`src/rtl/logic_issue_pkg.sv`:
```
// Shared types for the logic issue stage: opcode codes, slot record, occupancy states.
package logic_issue_pkg;
  localparam int LOGIC_OPCODE_WIDTH = 2;
  localparam logic [LOGIC_OPCODE_WIDTH-1:0] LOGIC_OR  = 2'd0;
  localparam logic [LOGIC_OPCODE_WIDTH-1:0] LOGIC_AND = 2'd1;
  localparam logic [LOGIC_OPCODE_WIDTH-1:0] LOGIC_XOR = 2'd2;

  localparam int ISSUE_DW = 32;
  localparam int ISSUE_TW = 5;

  typedef struct packed {
    logic                          valid;
    logic [LOGIC_OPCODE_WIDTH-1:0] func;
    logic [ISSUE_DW-1:0]           a;
    logic [ISSUE_DW-1:0]           b;
    logic                          pend_a;
    logic                          pend_b;
    logic [ISSUE_TW-1:0]           tag_a;
    logic [ISSUE_TW-1:0]           tag_b;
    logic [ISSUE_TW-1:0]           dst;
  } issue_slot_t;

  typedef enum logic [1:0] {
    OCC_EMPTY = 2'd0,
    OCC_ONE   = 2'd1,
    OCC_FULL  = 2'd2
  } occ_state_t;

  // Both operands may match the same broadcast; each captures independently.
  function automatic issue_slot_t slot_wake(issue_slot_t s, logic wv,
                                            logic [ISSUE_TW-1:0] wt,
                                            logic [ISSUE_DW-1:0] wd);
    issue_slot_t r;
    r = s;
    if (wv && s.pend_a && (s.tag_a == wt)) begin
      r.a      = wd;
      r.pend_a = 1'b0;
    end
    if (wv && s.pend_b && (s.tag_b == wt)) begin
      r.b      = wd;
      r.pend_b = 1'b0;
    end
    return r;
  endfunction
endpackage

```
`src/rtl/logic_issue_slot.sv`:
```
// One issue-buffer entry: load with wake-up, per-cycle tag compare, clear on pop.
module logic_issue_slot
  import logic_issue_pkg::*;
(
  input  logic                clk,
  input  logic                rst_n,
  input  logic                flush,
  input  logic                load,
  input  logic                clear,
  input  issue_slot_t         ld,
  input  logic                wb_valid,
  input  logic [ISSUE_TW-1:0] wb_tag,
  input  logic [ISSUE_DW-1:0] wb_data,
  output issue_slot_t         q
);
  always_ff @(posedge clk or negedge rst_n) begin
    if (!rst_n)       q <= '0;
    else if (flush)   q <= '0;
    else if (load)    q <= slot_wake(ld, wb_valid, wb_tag, wb_data);
    else if (clear)   q.valid <= 1'b0;
    else if (q.valid) q <= slot_wake(q, wb_valid, wb_tag, wb_data);
  end
endmodule

```
`src/rtl/logic_issue_stage.sv`:
```
// Two-entry in-order issue buffer feeding logic_unit; operands captured from writeback by tag.
module logic_issue_stage
  import logic_issue_pkg::*;
#(
  parameter int DATA_WIDTH = ISSUE_DW,
  parameter int TAG_WIDTH  = ISSUE_TW
) (
  input  logic                          clk,
  input  logic                          rst_n,
  input  logic                          flush,
  input  logic                          in_valid,
  output logic                          in_ready,
  input  logic [LOGIC_OPCODE_WIDTH-1:0] in_func,
  input  logic [DATA_WIDTH-1:0]         in_a,
  input  logic [DATA_WIDTH-1:0]         in_b,
  input  logic                          in_a_pend,
  input  logic                          in_b_pend,
  input  logic [TAG_WIDTH-1:0]          in_a_tag,
  input  logic [TAG_WIDTH-1:0]          in_b_tag,
  input  logic [TAG_WIDTH-1:0]          in_dst_tag,
  input  logic                          wb_valid,
  input  logic [TAG_WIDTH-1:0]          wb_tag,
  input  logic [DATA_WIDTH-1:0]         wb_data,
  output logic                          out_valid,
  input  logic                          out_ready,
  output logic [LOGIC_OPCODE_WIDTH-1:0] out_func,
  output logic [DATA_WIDTH-1:0]         out_a,
  output logic [DATA_WIDTH-1:0]         out_b,
  output logic [TAG_WIDTH-1:0]          out_dst_tag,
  output logic [1:0]                    occupancy
);
  localparam int NUM_SLOTS = 2;

  occ_state_t  state;
  logic        head, tail;
  logic        push, pop;
  issue_slot_t in_slot, head_q;
  issue_slot_t slot_q [NUM_SLOTS];
  logic [NUM_SLOTS-1:0] slot_load, slot_clear;

  logic [LOGIC_OPCODE_WIDTH-1:0] held_func;
  logic [DATA_WIDTH-1:0]         held_a, held_b;
  logic [TAG_WIDTH-1:0]          held_dst;

  assign in_ready = (state != OCC_FULL);
  assign push     = in_valid && in_ready;
  assign pop      = out_valid && out_ready;

  always_comb begin
    in_slot        = '0;
    in_slot.valid  = 1'b1;
    in_slot.func   = in_func;
    in_slot.a      = in_a;
    in_slot.b      = in_b;
    in_slot.pend_a = in_a_pend;
    in_slot.pend_b = in_b_pend;
    in_slot.tag_a  = in_a_tag;
    in_slot.tag_b  = in_b_tag;
    in_slot.dst    = in_dst_tag;
  end

  for (genvar i = 0; i < NUM_SLOTS; i++) begin : g_slot
    assign slot_load[i]  = push && (tail == 1'(i));
    assign slot_clear[i] = pop  && (head == 1'(i));
    logic_issue_slot u_slot (
      .clk      (clk),
      .rst_n    (rst_n),
      .flush    (flush),
      .load     (slot_load[i]),
      .clear    (slot_clear[i]),
      .ld       (in_slot),
      .wb_valid (wb_valid),
      .wb_tag   (wb_tag),
      .wb_data  (wb_data),
      .q        (slot_q[i])
    );
  end

  assign head_q    = slot_q[head];
  assign out_valid = head_q.valid && !head_q.pend_a && !head_q.pend_b;

  // Payload falls back to the last presented op whenever nothing is offered.
  assign out_func    = out_valid ? head_q.func : held_func;
  assign out_a       = out_valid ? head_q.a    : held_a;
  assign out_b       = out_valid ? head_q.b    : held_b;
  assign out_dst_tag = out_valid ? head_q.dst  : held_dst;
  assign occupancy   = state;

  always_ff @(posedge clk or negedge rst_n) begin
    if (!rst_n) begin
      held_func <= '0;
      held_a    <= '0;
      held_b    <= '0;
      held_dst  <= '0;
    end else if (out_valid) begin
      held_func <= head_q.func;
      held_a    <= head_q.a;
      held_b    <= head_q.b;
      held_dst  <= head_q.dst;
    end
  end

  always_ff @(posedge clk or negedge rst_n) begin
    if (!rst_n) begin
      state <= OCC_EMPTY;
      head  <= 1'b0;
      tail  <= 1'b0;
    end else if (flush) begin
      state <= OCC_EMPTY;
      head  <= 1'b0;
      tail  <= 1'b0;
    end else begin
      if (push) tail <= ~tail;
      if (pop)  head <= ~head;
      case (state)
        OCC_EMPTY: if (push) state <= OCC_ONE;
        OCC_ONE: begin
          if (push && !pop)      state <= OCC_FULL;
          else if (pop && !push) state <= OCC_EMPTY;
        end
        OCC_FULL:  if (pop) state <= OCC_ONE;
        default:   state <= OCC_EMPTY;
      endcase
    end
  end
endmodule
```
`config.mk`:
```
export PLATFORM = sky130hd
export DESIGN_NAME = logic_issue_stage
export DESIGN_NICKNAME = d
export VERILOG_FILES = /design/src/rtl/logic_issue_pkg.sv /design/src/rtl/logic_issue_slot.sv /design/src/rtl/logic_issue_stage.sv
export SDC_FILE = /design/constraint.sdc
export NUM_CORES = 1
export LEC_CHECK = 0
export CAP_MARGIN = 20
export CORE_ASPECT_RATIO = 1.5
export CORE_UTILIZATION = 55
export CTS_BUF_LIST = sky130_fd_sc_hd__clkbuf_2 sky130_fd_sc_hd__clkbuf_4 sky130_fd_sc_hd__clkbuf_8
export DETAILED_ROUTE_END_ITERATION = 8
export GPL_TIMING_DRIVEN = 0
export PLACE_DENSITY = 0.83
export SLEW_MARGIN = 20
export SYNTH_ARGS = -nofsm -noshare
export SYNTH_HDL_FRONTEND = slang
export SYNTH_SLANG_ARGS = --single-unit
```
`constraint.sdc`:
```
create_clock -name clk -period 3.35 [get_ports clk]
set_input_delay 0.67 -clock clk [delete_from_list [all_inputs] [get_ports clk]]
set_output_delay 0.67 -clock clk [all_outputs]
set_load 0.05 [all_outputs]
```
## Word-level counts from Yosys, hierarchy flattened

Cells that the tools add are included.

| operators by class | value |
|---|---|
| magnitude comparators | 1 |
| equal/unequal tests | 14 |
| multiplexer cells | 39 |
| bitwise logic cells | 3 |
| reductions and logical operators | 42 |

Operators with widths:

| kind | count |
|---|---|
| $mux 84 | 9 |
| $mux 32 | 8 |
| $mux 83 | 2 |
| $eq 5x5->1 | 6 |
| $logic_and 1x1->1 | 22 |
| $reduce_bool 3->1 | 6 |
| $reduce_and 3->1 | 5 |
| $mux 1 | 12 |
| $mux 2 | 6 |
| $reduce_bool 2->1 | 4 |
| $ne 3x2->1 const B | 2 |
| $ne 3x3->1 const B | 2 |
| $pmux 2 s3 | 1 |
| $mux 5 | 1 |
| $logic_not 1->1 | 4 |
| $ne 4x4->1 const B | 1 |
| $eq 2x1->1 const B | 1 |
| $eq 2x2->1 const B | 1 |
| $ge 2x2->1 const B | 1 |
| $logic_not 2->1 | 1 |
| $ne 2x2->1 const B | 1 |
| $not 1->1 | 2 |
| $not 1->2 | 1 |

| storage, ports and cells | value |
|---|---|
| flip-flop bits (word level) | 243 |
| input port bits | 126 |
| output and inout bits | 75 |
| logic and storage cells | 124 |

## Depth between registers and ports, before layout

| logic depth | value |
|---|---|
| depth in word-level cells | 13 |
| depth in mapped cells | 10 |
| mapped depth without buffers | 9 |

## Cells and area by module

A second synthesis with hierarchy kept.

| second synthesis, totals | value |
|---|---|
| cells, all modules | 1,766 |
| area total of the unflattened synthesis | 15,856.5 um^2 |

Modules (own cells, without submodules):

| module | times used | cells an instance | area an instance (um^2) | sequential area each (um^2) |
|---|---|---|---|---|
| logic_issue_slot | 2 | 664 | 5,964.5 | 2,102.0 |
| logic_issue_stage | 1 | 438 | 3,927.5 | 1,876.8 |

## Least setup slack after synthesis

No wires, ideal clock.

| timing | value |
|---|---|
| path type | reg-to-output |
| start point | reg head |
| end point | out out_a[10] |
| data arrival time | 2.403 ns |
| required time | 2.680 ns |
| slack | 0.277 ns |
| stages on the path, launching flop included | 6 |
| path buffers | 3 |
| cell sequence | dfrtp_1 clkbuf_1 buf_2 clkbuf_1 mux2i_1 o21ai_0 |

| on the way | value |
|---|---|
| cells in the longest elaborated chain, start to end | 8 |
| elaborated cells between the ends (all ways) | 9 |
| classes of those cells | mux (4); bitwise (1); reduce/logical (4) |

Ends and longest elaborated chain:

| what | line | RTL |
|---|---|---|
| from (decl) | logic_issue_stage.sv:35 | `logic head, tail;` |
| from (signal assigned) | logic_issue_stage.sv:114 | `if (pop) head <= ~head;` |
| $not 1->2 (not written as such) (*) | logic_issue_stage.sv:79 | `assign head_q = slot_q[head];` |
| $mux 84 (not written as such) (*) (3 in series) | logic_issue_stage.sv:79 |  |
| $logic_not 1->1 | logic_issue_stage.sv:80 | `assign out_valid = head_q.valid && !head_q.pend_a && !head_q.pend_b;` |
| $logic_and 1x1->1 (2 in series) | logic_issue_stage.sv:80 |  |
| $mux 32 (*) | -- |  |
| to (decl) | logic_issue_stage.sv:27 | `output logic [DATA_WIDTH-1:0] out_a,` |

Every way passes the cells marked *; elsewhere a longest branch is shown, timed or not. The select of a mux whose other input is x is not followed.

## Worst setup path after layout

| timing | value |
|---|---|
| start point | reg head |
| end point | out out_b[25] |

| on the way | value |
|---|---|
| cells in the longest elaborated chain, start to end | 8 |
| elaborated cells between the ends (all ways) | 9 |
| classes of those cells | mux (4); bitwise (1); reduce/logical (4) |

Ends and longest elaborated chain:

| what | line | RTL |
|---|---|---|
| $not 1->2 (not written as such) (*) | logic_issue_stage.sv:79 |  |
| $mux 84 (not written as such) (*) (3 in series) | logic_issue_stage.sv:79 |  |
| $logic_not 1->1 | logic_issue_stage.sv:80 |  |
| $logic_and 1x1->1 (2 in series) | logic_issue_stage.sv:80 |  |
| $mux 32 (*) | -- |  |
| to (decl) | logic_issue_stage.sv:28 | `output logic [DATA_WIDTH-1:0] out_b,` |

Marks and branches as above.

==> results.md <==
Drt:
- The detailed router's first-iteration violation count is 805.
- The routed length on met2 is 17800 um.
- Summing over every cut layer, the via total after detailed routing is 9660.
- The topmost layer with routed signal wires is met5.
- The routed design uses 2410 um of met3 wire.
- The average via count per standard cell is 6.29.
- In the final routing, the length of wire on met1 measures 13000 um.
- The residual antenna-violating net count after detailed routing is 0.
- In the routed design, unresolved DRC markers number 0.
- In the final routed layout, each cell accounts on average for 22.8 um.
- The total wirelength of the detailed-routed design is 35100 um.
- The number of search-and-repair iterations in the first detailed-routing pass is 5.

Place:
- The HPWL after detailed placement is 24800 um.
- The pre-CTS setup slack is -0.907 ns.
- The weighted congestion at the end of routability-driven global placement is 0.907.
- The number of port buffers is 195.
- In this run the cell area measured after placement is 13400 um^2.

STA:
- The worst pin sits at a relative slew slack of 27.0%.
- Setup repair after global routing could not meet its margin everywhere.
- For the pin with the worst max-slew slack, the measured transition is 1.09 ns.
- The max-slew violation count came to 0.
- The final hold violation count is 0.
- The count of final setup violators is 0.
- Once routing completed, OpenROAD measured the worst setup slack at 0.0317 ns.
- Summed over all failing endpoints, the final setup total negative slack is 0 ns.
- After layout, the minimum clock period comes to 3.32 ns.
- In the finished design, the share of the clock period the worst path needs comes to 99.1%.
- The maximum frequency from static timing analysis is 301 MHz.
- The worst-case clock skew is 0.0225 ns.

Global route:
- The number of global-route vias before repair is 10098.
- Entering global routing, the biggest net connects 96 pins.
- The global-route wire length before repair is 55300 um.
- The initial antenna violation count is 3.
- Global routing used 34.6% of the available tracks.
- The overflow left after global routing is 0.

Worst setup path:
- Along the worst path, the maximum fanout reaches 10.
- The length in cells of the worst reg-to-reg path is 5.
- The worst endpoint required time is 2.68 ns.
- The nature of the critical path startpoint is a flop.
- The worst register-to-register path ends at g_slot[1].u_slot.q[33].
- The startpoint of the worst-slack reg-to-reg timing path is occupancy[0].
- The arrival time at the worst endpoint is 2.65 ns.
- In this run the register-to-register setup slack is 0.81 ns.
- The critical path is of the flop to output port type.
- The kind of end point of the critical path is an output port.

Clock network:
- Buffers inserted during clock tree synthesis total 39.
- Clock-pin slew was measured on the worst setup and hold paths at 0.06 ns.
- The root buffer cell chosen for the clock tree is sky130_fd_sc_hd__clkbuf_8.
- Buffers inserted to repair hold after CTS numbered 0.
- TritonCTS built the clock tree.
- The H-tree generated during clock tree synthesis spans 2 levels.
- The clock passes through at most 3 buffers.
- The clock latency on the worst-skew pair is 0.55 ns.
- The clock sink total is 243.

Yosys:
- Yosys printed 0 warnings.
- The count of different cell masters after synthesis is 41.
- After synthesis the netlist holds a flip-flop and latch count of 243.
- Of all cell types, the one taking the most synthesized area is sky130_fd_sc_hd__dfrtp_1.
- After synthesis, the cell types taking the most area are sky130_fd_sc_hd__dfrtp_1 55%, sky130_fd_sc_hd__o2bb2ai_1 7.6%, sky130_fd_sc_hd__a22oi_1 6.5%.
- For this run, asynchronously set or reset flops after synthesis account for 100%.
- Summing the sequential cell areas from Yosys gives 54.9% of the chip area.
- The cell count after synthesis came out at 1011.
- The number of nets handed over by synthesis was 1138.
- Among all flip-flop cells after synthesis, the most frequent one is sky130_fd_sc_hd__dfrtp_1.
- The mean cell area of the mapped netlist is 11.0 um^2.
- The post-synthesis instance area is 11100 um^2.
- The area share of the largest cell type after synthesis is 54.9%.
- Yosys mapped a number of flops with a built-in enable equal to 0.

Layout:
- The fraction of layout instances using a drive strength above 1 is 15.0%.
- The top cell types in the final layout, fill and taps aside, are 243 x sky130_fd_sc_hd__dfrtp_1, 144 x sky130_fd_sc_hd__nand2_1, 122 x sky130_fd_sc_hd__clkdlybuf4s50_1.
- At the end of the flow the core is filled with cells to 70.8%.
- The area of all placed cells without fillers is 14000 um^2.
- The area growth from synthesis to layout is 26.4%.
- The layout net count is 1377.
- The library cell used most frequently in the layout, excluding fill and tap cells, is sky130_fd_sc_hd__dfrtp_1.

Die:
- The die is 118 um wide.
- In this run the core area contains 63 standard-cell rows.
- The area of the core region is 19800 um^2.
- The overall die area is 20700 um^2.
- 201 I/O pins were placed.
- The die height is 176 um.
- The initial utilization of the core area, before any placement, comes to 56.0%.

Power:
- For this design the static power due to leakage is 5.95 nW.
- The completed layout was analyzed and its total power is 0.00768 W.
- IR analysis of the VDD net gives a maximum drop of 0.424 mV.
- Power spread over the standard cell area amounts to 548 nW/um^2.

Worst hold path:
- The class of the tightest hold or removal check is input port to async pin.

Status:
- The flow ran to the end, and the final reports show no timing, DRC or antenna violations.

Job:
- The number of max-capacitance violations reported is 0.
## worst max-delay path by stage
stage                     startpoint               endpoint  depth (start not counted)
after floorplan                 head              out_a[10]                          5
after global placement         rst_n  g_slot[0].u_slot.q[0]                          1
after detailed placement        head               out_b[3]                          8
after CTS                       head              out_a[27]                          7
after global routing            head              out_b[25]                          6
final                           head              out_b[25]                          6
## power by group
part / switching [W] / total (W) / internal, W
clock: 0.00119 / 0.00269 / 0.00150
combinational: 0.00122 / 0.00175 / 0.000535
sequential: 0.0000947 / 0.00324 / 0.00315
total: 0.00250 / 0.00768 / 0.00518
## state kept, by name (all words and copies together), names as in the netlist
| signal | flops |
|---|---|
| g_slot.u_slot.q | 168 |
| held_a | 32 |
| held_b | 32 |
| held_dst | 5 |
| held_func | 2 |
| occupancy | 2 |
| head | 1 |
| tail | 1 |
## final cells by class
class / instances / area [um^2]
diodes: 1 / 2.50
multi-input cells: 677 / 4620
fillers: 1510 / 5770
clock inverters: 6 / 57.6
well taps: 260 / 325
clock buffers: 59 / 749
plain buffers: 87 / 442
repair buffers: 199 / 1730
inverters: 3 / 11.3
flip-flops and latches: 243 / 6080
## worst max-delay path, stage by stage (launching register included)
cell                       delay, ns
sky130_fd_sc_hd__dfrtp_1        0.46
sky130_fd_sc_hd__nor4b_2        0.42
sky130_fd_sc_hd__a31oi_4        0.11
sky130_fd_sc_hd__buf_4          0.20
sky130_fd_sc_hd__clkbuf_1       0.26
sky130_fd_sc_hd__o21ai_1        0.34
sky130_fd_sc_hd__buf_2          0.32
## cells in the mapped netlist, types with 14 or more instances
library cell,instances
sky130_fd_sc_hd__nand2_1,144
sky130_fd_sc_hd__o2bb2ai_1,96
sky130_fd_sc_hd__o21ai_0,63
sky130_fd_sc_hd__dfrtp_1,243
sky130_fd_sc_hd__mux2i_1,71
sky130_fd_sc_hd__clkbuf_1,55
sky130_fd_sc_hd__a22oi_1,96
sky130_fd_sc_hd__and2_1,34
sky130_fd_sc_hd__a221o_1,32
sky130_fd_sc_hd__buf_2,18
sky130_fd_sc_hd__a21oi_1,43
sky130_fd_sc_hd__o21ai_1,14
sky130_fd_sc_hd__xnor2_1,23
## per-layer routing
layer / GRT usage [%] / up-vias
met5: 0 / -
met4: 18.4 / 4
met3: 5.84 / 127
met2: 59.6 / 506
met1: 41.5 / 4791
li1: - / 4232
## repair_timing
action,in CTS,in global routing
setup buffers,2,0
resized for setup,472,28
setup endpoints to repair,72,71
## through the flow
step	hold slack (ns)	instances
3_3_place_gp	0.469	1466
4_1_cts	0.195	1535
2_1_floorplan	0.374	1011
5_1_grt	0.224	1535
3_5_place_dp	0.473	1468
6_report	0.181	1535
## cell families after synthesis
kind of cell,share of synthesized area (%)
compound gates,23.5
xor+xnor,2.45
fa+ha+maj,0.113
buf+inv,3.76
flops,54.9
mux,6.41
simple gates,8.88
No activity file was read; power rests on OpenSTA's default activity.
